[config.mk]
export PLATFORM = sky130hd
export DESIGN_NAME = sprite_pixel_gen
export DESIGN_NICKNAME = d
export VERILOG_FILES = /design/src/rtl/vga_pkg.sv /design/src/rtl/ship_sprite_rom.sv /design/src/rtl/sprite_pixel_gen.sv
export SDC_FILE = /design/constraint.sdc
export NUM_CORES = 1
export LEC_CHECK = 0
export BUFFER_PORTS_ARGS = -buffer_cell sky130_fd_sc_hd__buf_2
export CAP_MARGIN = 10
export CELL_PAD_IN_SITES_DETAIL_PLACEMENT = 1
export CELL_PAD_IN_SITES_GLOBAL_PLACEMENT = 1
export CORE_ASPECT_RATIO = 2
export CORE_MARGIN = 4
export CORE_UTILIZATION = 45
export CTS_BUF_LIST = sky130_fd_sc_hd__clkbuf_2 sky130_fd_sc_hd__clkbuf_4 sky130_fd_sc_hd__clkbuf_8
export DETAILED_ROUTE_END_ITERATION = 8
export MAX_ROUTING_LAYER = met4
export PLACE_DENSITY_LB_ADDON = 0.3
export SLEW_MARGIN = 20
export SYNTH_ARGS = -nofsm -noshare
export SYNTH_HDL_FRONTEND = slang
export SYNTH_SLANG_ARGS = --single-unit
[constraint.sdc]
create_clock -name clk -period 8.22 [get_ports clk]
set_clock_uncertainty 0.05 [all_clocks]
set_input_delay 0.822 -clock clk [delete_from_list [all_inputs] [get_ports clk]]
set_output_delay 0.822 -clock clk [all_outputs]
set_load 0.05 [all_outputs]
[src/rtl/vga_pkg.sv]
// Shared definitions for the sprite pixel stage: screen size, colours,
// bullet record, frame-update FSM states and a 1-D span hit helper.
package vga_pkg;

    localparam logic [9:0] H_RES = 10'd299;
    localparam logic [9:0] V_RES = 10'd238;

    localparam logic [2:0] COL_BLACK  = 3'b000;
    localparam logic [2:0] COL_SHIP   = 3'b010;
    localparam logic [2:0] COL_BULLET = 3'b110;

    localparam logic [8:0] SHIP_RST_X = 9'd141;
    localparam logic [8:0] SHIP_RST_Y = 9'd200;

    typedef struct packed {
        logic       active;
        logic [8:0] x;
        logic [8:0] y;
    } bullet_t;

    typedef enum logic [1:0] {
        ST_WAIT = 2'd0,
        ST_COPY = 2'd1,
        ST_DRAW = 2'd2
    } state_e;

    // Unsigned 10-bit difference: a negative offset sets bit 9 and fails the compare
    function automatic logic in_span(input logic [8:0] pos,
                                     input logic [8:0] org,
                                     input logic [4:0] len);
        logic [9:0] diff;
        diff = {1'b0, pos} - {1'b0, org};
        return (diff[9] == 1'b0) && (diff < {5'd0, len});
    endfunction

endpackage

[src/rtl/ship_sprite_rom.sv]
// 16x16 1bpp player ship bitmap; bit 15 of each row is the leftmost pixel.
module ship_sprite_rom
    import vga_pkg::*;
(
    input  logic [3:0]  row_i,
    output logic [15:0] bits_o
);

    // Combinational row lookup
    always_comb begin
        bits_o = 16'h0000;
        case (row_i)
            4'd0:    bits_o = 16'h0180;
            4'd1:    bits_o = 16'h0180;
            4'd2:    bits_o = 16'h03C0;
            4'd3:    bits_o = 16'h03C0;
            4'd4:    bits_o = 16'h07E0;
            4'd5:    bits_o = 16'h07E0;
            4'd6:    bits_o = 16'h0FF0;
            4'd7:    bits_o = 16'h1FF8;
            4'd8:    bits_o = 16'h3FFC;
            4'd9:    bits_o = 16'h7FFE;
            4'd10:   bits_o = 16'hFFFF;
            4'd11:   bits_o = 16'hFFFF;
            4'd12:   bits_o = 16'hF3CF;
            4'd13:   bits_o = 16'hE187;
            4'd14:   bits_o = 16'hC003;
            4'd15:   bits_o = 16'h8001;
            default: bits_o = 16'h0000;
        endcase
    end

endmodule

[src/rtl/sprite_pixel_gen.sv]
// Pixel stage behind the VGA timing generator: draws the ship and bullets with
// a 2-cycle pipeline; object positions are double-buffered and swapped at vblank exit.
module sprite_pixel_gen
    import vga_pkg::*;
#(
    parameter int N_BULLETS = 4,
    parameter int SPR_W     = 16,
    parameter int SPR_H     = 16,
    parameter int BUL_W     = 2,
    parameter int BUL_H     = 4
) (
    input  logic       clk,
    input  logic       rst,
    input  logic [8:0] H_pos,
    input  logic [8:0] V_pos,
    input  logic       VGA_enable,
    input  logic       H_sync_in,
    input  logic       V_sync_in,
    input  logic [8:0] ship_x,
    input  logic [8:0] ship_y,
    input  logic       bul_valid,
    output logic       bul_ready,
    input  logic [2:0] bul_idx,
    input  logic [8:0] bul_x,
    input  logic [8:0] bul_y,
    input  logic       bul_active,
    output logic       R,
    output logic       G,
    output logic       B,
    output logic       H_sync_out,
    output logic       V_sync_out
);

    state_e     state_q, state_d;
    logic       vs_q;
    logic       rise_s;
    logic       copy_s;
    logic       bul_ready_q;
    logic       wr_s;

    bullet_t    shadow_q [N_BULLETS];
    bullet_t    live_q   [N_BULLETS];
    logic [8:0] ship_x_q, ship_y_q;

    logic       pix_ok_s;
    logic       ship_hit_s;
    logic       bul_hit_s;
    logic [3:0] dx_lo_s, dy_lo_s;

    logic       en1_q, hs1_q, vs1_q, ship_hit1_q, bul_hit1_q;
    logic [3:0] dx1_q, dy1_q;
    logic [15:0] rom_row_s;
    logic [2:0] rgb_d, rgb_q;
    logic       hs2_q, vs2_q;

    assign rise_s = V_sync_in & ~vs_q;
    assign wr_s   = bul_valid & bul_ready_q;

    // Frame-update FSM next state
    always_comb begin
        state_d = state_q;
        copy_s  = 1'b0;
        case (state_q)
            ST_WAIT: begin
                if (rise_s) state_d = ST_COPY;
                else        state_d = ST_WAIT;
            end
            ST_COPY: begin
                copy_s  = 1'b1;
                state_d = ST_DRAW;
            end
            ST_DRAW: begin
                if (!V_sync_in) state_d = ST_WAIT;
                else            state_d = ST_DRAW;
            end
            default: state_d = ST_WAIT;
        endcase
    end

    // FSM state, vsync edge history and registered ready
    always_ff @(posedge clk or posedge rst) begin
        if (rst) begin
            state_q     <= ST_WAIT;
            vs_q        <= 1'b1;
            bul_ready_q <= 1'b0;
        end else begin
            state_q     <= state_d;
            vs_q        <= V_sync_in;
            bul_ready_q <= (state_d != ST_COPY);
        end
    end

    // Shadow bullet table; out-of-range slot indices are accepted and dropped
    always_ff @(posedge clk or posedge rst) begin
        if (rst) begin
            for (int k = 0; k < N_BULLETS; k++) shadow_q[k] <= '0;
        end else begin
            for (int k = 0; k < N_BULLETS; k++) begin
                if (wr_s && (bul_idx == 3'(k))) begin
                    shadow_q[k] <= '{active: bul_active, x: bul_x, y: bul_y};
                end
            end
        end
    end

    // Live object state, refreshed only during the single COPY cycle
    always_ff @(posedge clk or posedge rst) begin
        if (rst) begin
            ship_x_q <= SHIP_RST_X;
            ship_y_q <= SHIP_RST_Y;
            for (int k = 0; k < N_BULLETS; k++) live_q[k] <= '0;
        end else if (copy_s) begin
            ship_x_q <= ship_x;
            ship_y_q <= ship_y;
            for (int k = 0; k < N_BULLETS; k++) live_q[k] <= shadow_q[k];
        end
    end

    // Stage-1 hit tests against the live objects
    always_comb begin
        pix_ok_s   = ({1'b0, H_pos} < H_RES) && ({1'b0, V_pos} < V_RES);
        dx_lo_s    = H_pos[3:0] - ship_x_q[3:0];
        dy_lo_s    = V_pos[3:0] - ship_y_q[3:0];
        ship_hit_s = pix_ok_s
                   & in_span(H_pos, ship_x_q, 5'(SPR_W))
                   & in_span(V_pos, ship_y_q, 5'(SPR_H));
        bul_hit_s  = 1'b0;
        for (int k = 0; k < N_BULLETS; k++) begin
            bul_hit_s = bul_hit_s
                      | (pix_ok_s & live_q[k].active
                         & in_span(H_pos, live_q[k].x, 5'(BUL_W))
                         & in_span(V_pos, live_q[k].y, 5'(BUL_H)));
        end
    end

    // Stage 1 pipeline registers
    always_ff @(posedge clk or posedge rst) begin
        if (rst) begin
            en1_q       <= 1'b0;
            hs1_q       <= 1'b1;
            vs1_q       <= 1'b1;
            ship_hit1_q <= 1'b0;
            bul_hit1_q  <= 1'b0;
            dx1_q       <= 4'd0;
            dy1_q       <= 4'd0;
        end else begin
            en1_q       <= VGA_enable;
            hs1_q       <= H_sync_in;
            vs1_q       <= V_sync_in;
            ship_hit1_q <= ship_hit_s;
            bul_hit1_q  <= bul_hit_s;
            dx1_q       <= dx_lo_s;
            dy1_q       <= dy_lo_s;
        end
    end

    ship_sprite_rom u_rom (
        .row_i  (dy1_q),
        .bits_o (rom_row_s)
    );

    // Stage-2 colour priority: bullet over ship over background
    always_comb begin
        rgb_d = COL_BLACK;
        if (!en1_q)                                          rgb_d = COL_BLACK;
        else if (bul_hit1_q)                                 rgb_d = COL_BULLET;
        else if (ship_hit1_q && rom_row_s[4'd15 - dx1_q])    rgb_d = COL_SHIP;
        else                                                 rgb_d = COL_BLACK;
    end

    // Stage 2 output registers
    always_ff @(posedge clk or posedge rst) begin
        if (rst) begin
            rgb_q <= COL_BLACK;
            hs2_q <= 1'b1;
            vs2_q <= 1'b1;
        end else begin
            rgb_q <= rgb_d;
            hs2_q <= hs1_q;
            vs2_q <= vs1_q;
        end
    end

    assign bul_ready  = bul_ready_q;
    assign R          = rgb_q[2];
    assign G          = rgb_q[1];
    assign B          = rgb_q[0];
    assign H_sync_out = hs2_q;
    assign V_sync_out = vs2_q;

endmodule

### Word level (Yosys, flattened, before mapping)

Memory sizes are Yosys's and may differ from the RTL's.
Index checks and enable logic that the tools add are counted.

* flip-flop bits (word level): 191
* memory bits (read-only): 256
* input bits: 64
* output and inout port bits: 6
* word-level logic and storage cells: 128
* memories: 1

Memories
* (no name shown): words 16, width 16, read ports 1, clocked after Yosys merged registers in 0, write ports 0, line ship_sprite_rom.sv:12 `case (row_i)`

* add/subtract/negate cells: 13
* $lt $le $gt $ge: 13
* equal/unequal tests: 6
* multiplexer cells: 9
* bitwise operators: 30
* reduce and logical (&&, ||, !) cells: 18

Operators with widths (count)
* $sub 9x9->10: 10
* $lt 10x2->1 const B: 4
* $lt 10x3->1 const B: 4
* $lt 10x5->1 const B: 2
* $and 1x1->1: 16
* $logic_and 1x1->1: 16
* $not 1->1: 11
* $lt 9x8->1 const B: 1
* $lt 9x9->1 const B: 1
* $sub 4x4->4: 2
* $eq 3x2->1 const B: 2
* $mux 3: 2
* $pmux 2 s3: 1
* $lt 4x5->1 const B: 1
* $bmux 1 s4: 1
* $mux 2: 2
* $sub 4x4->4 const A: 1
* $eq 3x1->1 const B: 1
* $logic_not 3->1: 1
* $mux 1: 3
* $or 1x1->1: 3
* $eq 2x1->1 const B: 1
* $eq 2x2->1 const B: 1
* $logic_not 2->1: 1
* $ne 2x1->1 const B: 1

### Depth between registers and ports, before layout

Gate-level depths: netlist (run 1).

* depth in word-level cells: 8
* mapped depth: 11
* depth with buffers taken out: 11

### By module

From an unflattened synthesis (run 1), not the netlist that was laid out.

* cell total of the unflattened synthesis: 1068
* area, all modules: 10740.3 um^2

Modules (own cells, without submodules)
* sprite_pixel_gen: times used 1, cells each 1045, area each 10577.6 um^2
* ship_sprite_rom: times used 1, cells each 23, area each 162.7 um^2

### Worst setup path before layout (run 1)

No wires, ideal clock.

* path type: input to register
* from: input port H_pos[1]
* to: register bul_hit1_q
* library setup time: 0.087 ns
* data arrival time: 2.885 ns
* data required time: 8.083 ns
* setup slack: 5.198 ns
* stages on the path: 9
* path buffers: 0
* cell sequence: inv_1 > fa_1 > xor2_1 > o2111ai_1 > a2111o_1 > nor4_2 > o2111ai_1 > or4b_1 > o2111ai_2

* longest elaborated chain between the ends: 8

RTL lines
* from (decl): line sprite_pixel_gen.sv:14 `input logic [8:0] H_pos,`
* $sub 9x9->10 / $lt 9x9->1 (equally long branches): line vga_pkg.sv:32, sprite_pixel_gen.sv:121
* $lt 10x2->1 (tied with other cells): line vga_pkg.sv:33 `return (diff[9] == 1'b0) && (diff < {5'd0, len});`
* $logic_and 1x1->1 / $and 1x1->1 (equally long branches): line vga_pkg.sv:33, sprite_pixel_gen.sv:130
* $and 1x1->1: line sprite_pixel_gen.sv:131 `& in_span(H_pos, live_q[k].x, 5'(BUL_W))`
* $and 1x1->1: line sprite_pixel_gen.sv:132 `& in_span(V_pos, live_q[k].y, 5'(BUL_H)));`
* $or 1x1->1 (2 in series): line sprite_pixel_gen.sv:130 `| (pix_ok_s & live_q[k].active`
* $or 1x1->1 *: line sprite_pixel_gen.sv:130
* named net bul_hit_s: line sprite_pixel_gen.sv:47 `logic bul_hit_s;`
* to (signal assigned): line sprite_pixel_gen.sv:151 `bul_hit1_q <= bul_hit_s;`
* to (decl): line sprite_pixel_gen.sv:50 `logic en1_q, hs1_q, vs1_q, ship_hit1_q, bul_hit1_q;`

The timed path passes the listed nets; every way through them passes the cells marked *.
A chain may end at the register's enable or synchronous reset.

### Worst setup path in the final report (run 1)

Ends and elaborated chain as after synthesis.

==> reports/qor.yml, run 1 <==
synthesis:
  synth_largest_area_cell: "dfrtp_1"
  ys_ff_latch: 190
  yosysUniqueCellTypes: 74
  synth_edf_count: 0
  syn_avg_cell_area_um2: 10.0
  ys_warn_count: 0
  syn_area_um2: 10800
  yosysSeqAreaShare_pct: 44.1
  syn_inst: 1078
  synthFlopType: "dfrtp_1"
  synth_nets: 1230
  synthTopCellsByCount: "dfrtp_1 (179), nand2_1 (121), inv_1 (119), o21ai_0 (107), mux2_2 (92)"
  async_flop_share_pct: 100
  synth_top_area_share_pct: 41.5
  synth_area_leaders: "dfrtp_1 (41%), mux2_2 (9.6%), ha_1 (9.5%)"
  synth.most_common_cell: "dfrtp_1"
grt:
  grt_max_degree: 133
  grt_pass1_vias: 8910
  grt_use_total_pct: 23.3
  antenna_found_initial: 0
  grt_pass1_wl_mm: 46.8
  gr-total-overflow: 0
power_and_ir_drop:
  p_per_area_nw_per_um2: 312
  peakVddDrop_uv: 197
  p_total_mw: 3.71
  p_leak_nw: 5.42
sta:
  setup_viol: 0
  finalCriticalPeriod_ps: 3020
  rsz0062_at_grt: "no"
  timing.fmax_mhz: 331
  drv_slew: 0
  final_hold_viol_count: 0
  setup_ws_ps: 5200
  post-route-period-util_pct: 36.7
  whs_ps: 311
  tns_ps: 0
  worstMarginPinSlew_ps: 981
  slew_headroom_pct: 34.6
final_layout:
  fin_area_um2: 11900
  syn_to_final_growth_pct: 10.2
  nets: 1296
  drive_above_1_share_pct: 20.6
  fillers: 2706
  n_antenna_cell: 0
worst_setup_path:
  cp-startpoint: "H_pos[1]"
  worstPathCellList: "buf_2 -> inv_1 -> fa_1 -> xor2_1 -> o2111ai_1 -> a2111o_1 -> nor4_2 -> o2111ai_1 -> or4b_1 -> o2111ai_2"
  worst-path-max-fanout: 8
  critPathLaunchType: "input port"
  crit_arrival_ps: 3390
  cpMostUsedCell: "o2111ai_1"
  reg2reg_depth: 10
  r2r_setup_slack_ps: 5290
  crit_slowest_cell: "or4b_1"
  critPathMaxStageDelay_ps: 570
  path_buf_inv: 2
  cp.required_ps: 8590
  path_delay_family: "compound AO/OA/AOI/OAI gates"
  r2r_end: "ship_hit1_q$_DFF_PP0_"
  crit_type: "input port to flop"
  path_depth: 10
  r2r_start: "ship_x_q[0]$_DFFE_PP1P_"
  crit_path_end: "bul_hit1_q$_DFF_PP0_"
  endpoint_kind: "flop"
run_status:
  outcome: "finished, final reports clean"
clock_network:
  cts_made_buffers: 17
  cts.clk_slew.worst_paths_ps: 100
  cts-resized-gates: 0
  cts_setup_buffers: 0
  insertion_delay_ps: 500
  htreeDepth: 4
  clkSinkCount: 190
  cts-root-buf: "clkbuf_8"
  cts_tree: "built"
  hold_buffers: 0
  cts_max_path_buffers: 2
placement:
  placed_cell_area_um2: 11500
  hpwlAfterDp_mm: 22.6
  port_buffers: 68
  dp_slack_ps: 4660
  globalplace.congestion: 0.997
drt:
  wl_per_cell_um: 20.1
  drc_errors: 0
  drtAntennaViolNets: 0
  drt-total-wl_mm: 29.1
  drt-pass1-iter-count: 4
  drtIter0Drc: 249
  via_per_inst: 5.71
  vias: 8239
run:
  cap_violations: 0
floorplanning:
  io_pins: 70
  die_area_um2: 26700
  initial_core_util_pct: 45.5
  die_y_um: 227
  rows: 80
  die_w_um: 118
  core_area_um2: 23700
worst_hold_path:
  hp-class: "flop to flop"
through the flow:
step,utilization [%],std cells
after floorplan,-,1078
after global placement,48.3,1412
after detailed placement,48.3,1412
after CTS,50.2,1444
after global routing,50.2,1444
final,50.2,1444
cells in the final DEF, fill, tap and decap left out, drive strengths merged, types with 19 or more instances in the layout:
| master | synthesis | final |
|---|---|---|
| a21oi | 52 | 52 |
| buf | 6 | 75 |
| clkbuf | 22 | 19 |
| dfrtp | 179 | 179 |
| ha | 82 | 82 |
| inv | 119 | 122 |
| mux2 | 92 | 92 |
| nand2 | 121 | 121 |
| nor2 | 32 | 32 |
| o21ai | 115 | 115 |
kinds of logic (layout without fill, tap and decap cells):
kind of cell	after synthesis	in the layout	synth area share, %
AOI/OAI and AO/OA	279	279	16.3
xor gates and xnor gates	23	23	1.87
adders and majority gates	88	88	10.6
buffers and inverters	147	226	5.17
DFF	190	190	44.1
muxes	104	104	10.8
other	1	1	0.0347
and+or+nand+nor	246	246	11.0
routing by layer:
| metal | routed length, um | up-vias | track usage [%] | share of wire [%] |
|---|---|---|---|---|
| li1 | - | 3917 | - | - |
| met1 | 10800 | 4174 | 23.1 | 37 |
| met2 | 16700 | 99 | 45.3 | 57 |
| met3 | 526 | 49 | 2.71 | 1.8 |
| met4 | 1090 | 0 | 10.8 | 3.7 |
| met5 | 0 | - | - | 0 |
layout make-up:
class	instances	area [um^2]	share of cell area (%)
inverters	119	454	3.82
multi-input cells	741	5480	46.1
clock buffers	19	255	2.15
clock inverters	13	185	1.56
repair buffers	75	393	3.30
flip-flops and latches	190	4770	40.1
well taps	287	359	3.02
sequential cells by signal (all words and copies together) (netlist names), 2 cells and up:
| register | count |
|---|---|
| dx1_q | 4 |
| dy1_q | 4 |
| live_q | 76 |
| rgb_q | 2 |
| shadow_q | 76 |
| ship_x_q | 9 |
| ship_y_q | 9 |
| state_q | 2 |
power breakdown:
part           total (mW)  switching, mW  internal [mW]  leakage, nW
clock               0.684          0.340          0.344        0.220
combinational        1.64          0.952          0.688         2.87
sequential           1.39          0.154           1.24         2.32
worst register-to-register path: cells and delay by family, from the launching register on:
kind | cells | cell delay [ps]
buffers and inverters | 1 | 50
flip-flops | 1 | 550
XOR/XNOR | 1 | 160
AO/OA/AOI/OAI | 5 | 1220
AND/OR/NAND/NOR | 1 | 260
adder cells (fa/ha/maj) | 2 | 560
how the worst min path moves through the flow:
stage | start | to | depth (start not counted)
CTS | hs1_q$_DFF_PP1_ | H_sync_out$_DFF_PP1_ | 0
detailed placement | hs1_q$_DFF_PP1_ | H_sync_out$_DFF_PP1_ | 0
floorplan | hs1_q$_DFF_PP1_ | H_sync_out$_DFF_PP1_ | 0
global route | hs1_q$_DFF_PP1_ | H_sync_out$_DFF_PP1_ | 0
global placement | hs1_q$_DFF_PP1_ | H_sync_out$_DFF_PP1_ | 0
finish | hs1_q$_DFF_PP1_ | H_sync_out$_DFF_PP1_ | 0
No activity file was read; power rests on OpenSTA's default activity.
==> inputs of run 2 (changes only) <==
clock period = 2.7 ns   (was 8.22 ns; I/O delays follow)
==> run 2 against run 1 <==
Net effect:
- cell count grew 5.0%
- critical endpoint unchanged
- sequential power grew to 3.1 times the previous value
- sequential cell count is the same
- hold slack lost 260 ps
- global-route usage grew 1.1 points
- first-iteration DRC count grew 9.6%
==> reports/qor.yml, run 2 (synthesis results as in run 1) <==
run_status:
  outcome: "finished, final reports clean"
final_layout:
  fillers: 2721  # +0.55%
  fin_cells: 1516  # +5.0%
  drive_above_1_share_pct: 22.9  # +2.3 points
  top_regs: "live_q: 76 flops, shadow_q: 76 flops"
  final_cell_mix: "dfrtp_1 (179), nand2_1 (121), inv_1 (118), o21ai_0 (105), mux2_2 (92)"
  n_antenna_cell: 0  # unchanged
  nets: 1369  # +5.6%
  syn_to_final_growth_pct: 16.3
  layout_commonest_cell: "dfrtp_1"
floorplanning:
  die_w_um: 118  # unchanged
  die_area_um2: 26700  # unchanged
  rows: 80  # unchanged
  initial_core_util_pct: 45.5  # unchanged
  die_y_um: 227  # unchanged
  core_area_um2: 23700  # unchanged
  io_pins: 70  # unchanged
drt:
  drt-pass1-iter-count: 4  # unchanged
  wl_per_cell_um: 20.3  # +0.98%
  vias: 8595  # +4.3%
  drtAntennaViolNets: 0  # unchanged
  via_per_inst: 5.67  # -0.63%
  drtIter0Drc: 273  # +9.6%
  drt-total-wl_mm: 30.8  # +6.0%
  drc_errors: 0  # unchanged
placement:
  globalplace.congestion: 0.873  # -13%
  port_buffers: 68  # unchanged
  dp_cells: 1446  # +2.4%
  hpwlAfterDp_mm: 23.6  # +4.8%
sta:
  rsz0062_at_grt: "yes"
  finalCriticalPeriod_ps: 2680
  drv_slew: 0  # unchanged
  final_hold_viol_count: 0  # unchanged
  tns_ps: 0  # unchanged
  post-route-period-util_pct: 99.2
  worstMarginPinSlew_ps: 597  # -384 ps
  whs_ps: 46.6  # -264 ps
  timing.fmax_mhz: 374
  setup_viol: 0  # unchanged
  slew_headroom_pct: 60.1  # +26 points
clock_network:
  htreeDepth: 4  # unchanged
  insertion_delay_ps: 510  # about the same
  cts-root-buf: "clkbuf_8"
  cts_tree: "built"
  cts.clk_slew.worst_paths_ps: 100  # about the same
  cts_made_buffers: 17  # unchanged
  cts_max_path_buffers: 2  # unchanged
  clkSinkCount: 190  # unchanged
grt:
  gr-total-overflow: 0  # unchanged
  grt_max_degree: 103  # -23%
  antenna_found_initial: 0  # unchanged
  grt_pass1_wl_mm: 48.9  # +4.5%
  grt_pass1_vias: 9511  # +6.7%
  grt_use_total_pct: 24.4  # +1.1 points
power_and_ir_drop:
  peakVddDrop_uv: 708  # +260%
  p_leak_nw: 5.72  # +5.6%
  p_per_area_nw_per_um2: 910  # +190%
  p_total_mw: 11.4  # +210%
worst_setup_path:
  r2r_start: "live_q[47]$_DFFE_PP0P_"
  worst-path-max-fanout: 2  # -6
  cp-startpoint: "live_q[47]$_DFFE_PP0P_"
  endpoint_kind: "flop"
  worstPathCellList: "nor2b_1 -> fa_2 -> xor2_1 -> o2111ai_2 -> a2111o_1 -> nor4_2 -> o2111ai_1 -> or4b_1 -> o2111ai_2"
  crit_arrival_ps: 3060  # -330 ps
  critPathMaxStageDelay_ps: 560  # about the same
  crit_type: "flop to flop"
  critPathLaunchType: "flop"
  cp.required_ps: 3090  # -5500 ps
  crit_slowest_cell: "or4b_1"
  cpMostUsedCell: "o2111ai_2"
  path_buf_inv: 0  # -2
  path_delay_family: "simple AND/OR/NAND/NOR gates"
worst_hold_path:
  hp-class: "input port to flop"
  hold_path_startpoint: "bul_y[3]"
run:
  cap_violations: 0  # unchanged
[run 2: where the power goes]
part           internal, mW  total (mW)  switching, mW
logic                  2.33        5.34           3.02
clock network         0.778        1.85           1.07
registers              3.76        4.24          0.476
[run 2: repair_timing]
action                                  4_1_cts  5_1_grt
gates resized for setup                       6        5
endpoints found under the hold margin        96        0
endpoints found under the setup margin        2        2
pin swaps                                     5        2
hold buffers                                 37        0
buffers inserted                              2        0
[run 2: path summary, 6_finish.rpt]
kind / end / slack (ps) / cells past startpoint
max: bul_hit1_q$_DFF_PP0_ / 20 / 9
min in group asynchronous: ship_y_q[4]$_DFFE_PP0P_ / 310 / 3
min: shadow_q[3]$_DFFE_PP0P_ / 50 / 2
min reg2reg: H_sync_out$_DFF_PP1_ / 310 / 0
max reg2reg: bul_hit1_q$_DFF_PP0_ / 20 / 9
max in group asynchronous: live_q[14]$_DFFE_PP0P_ / 1440 / 4
[run 2: metal layers]
metal | global-route usage, % | part of all wire, %
met1 | 23.4 | 36
met2 | 47.8 | 58
met3 | 3.90 | 2.7
met4 | 10.7 | 3.9
met5 | - | 0
[run 2: area by class of cell]
cell class	count	area (um^2)	share of cell area [%]
Clock inverter	11	110	0.877
Sequential cell	190	4770	38.0
Inverter	119	450	3.59
Multi-Input combinational cell	741	5530	44.0
Tap cell	287	359	2.86
Clock buffer	20	263	2.09
Timing Repair Buffer	148	1080	8.63
[run 2: metrics by stage]
stage | setup slack [ps] | instance area, um^2 | util (%)
5_1_grt | -121 | 12600 | 53.0
6_report | 22.7 | 12600 | 53.0
2_1_floorplan | -59.5 | 10800 | -
3_5_place_dp | -135 | 11800 | 49.6
4_1_cts | 22.7 | 12500 | 52.8
3_3_place_gp | -101 | 11800 | 49.6
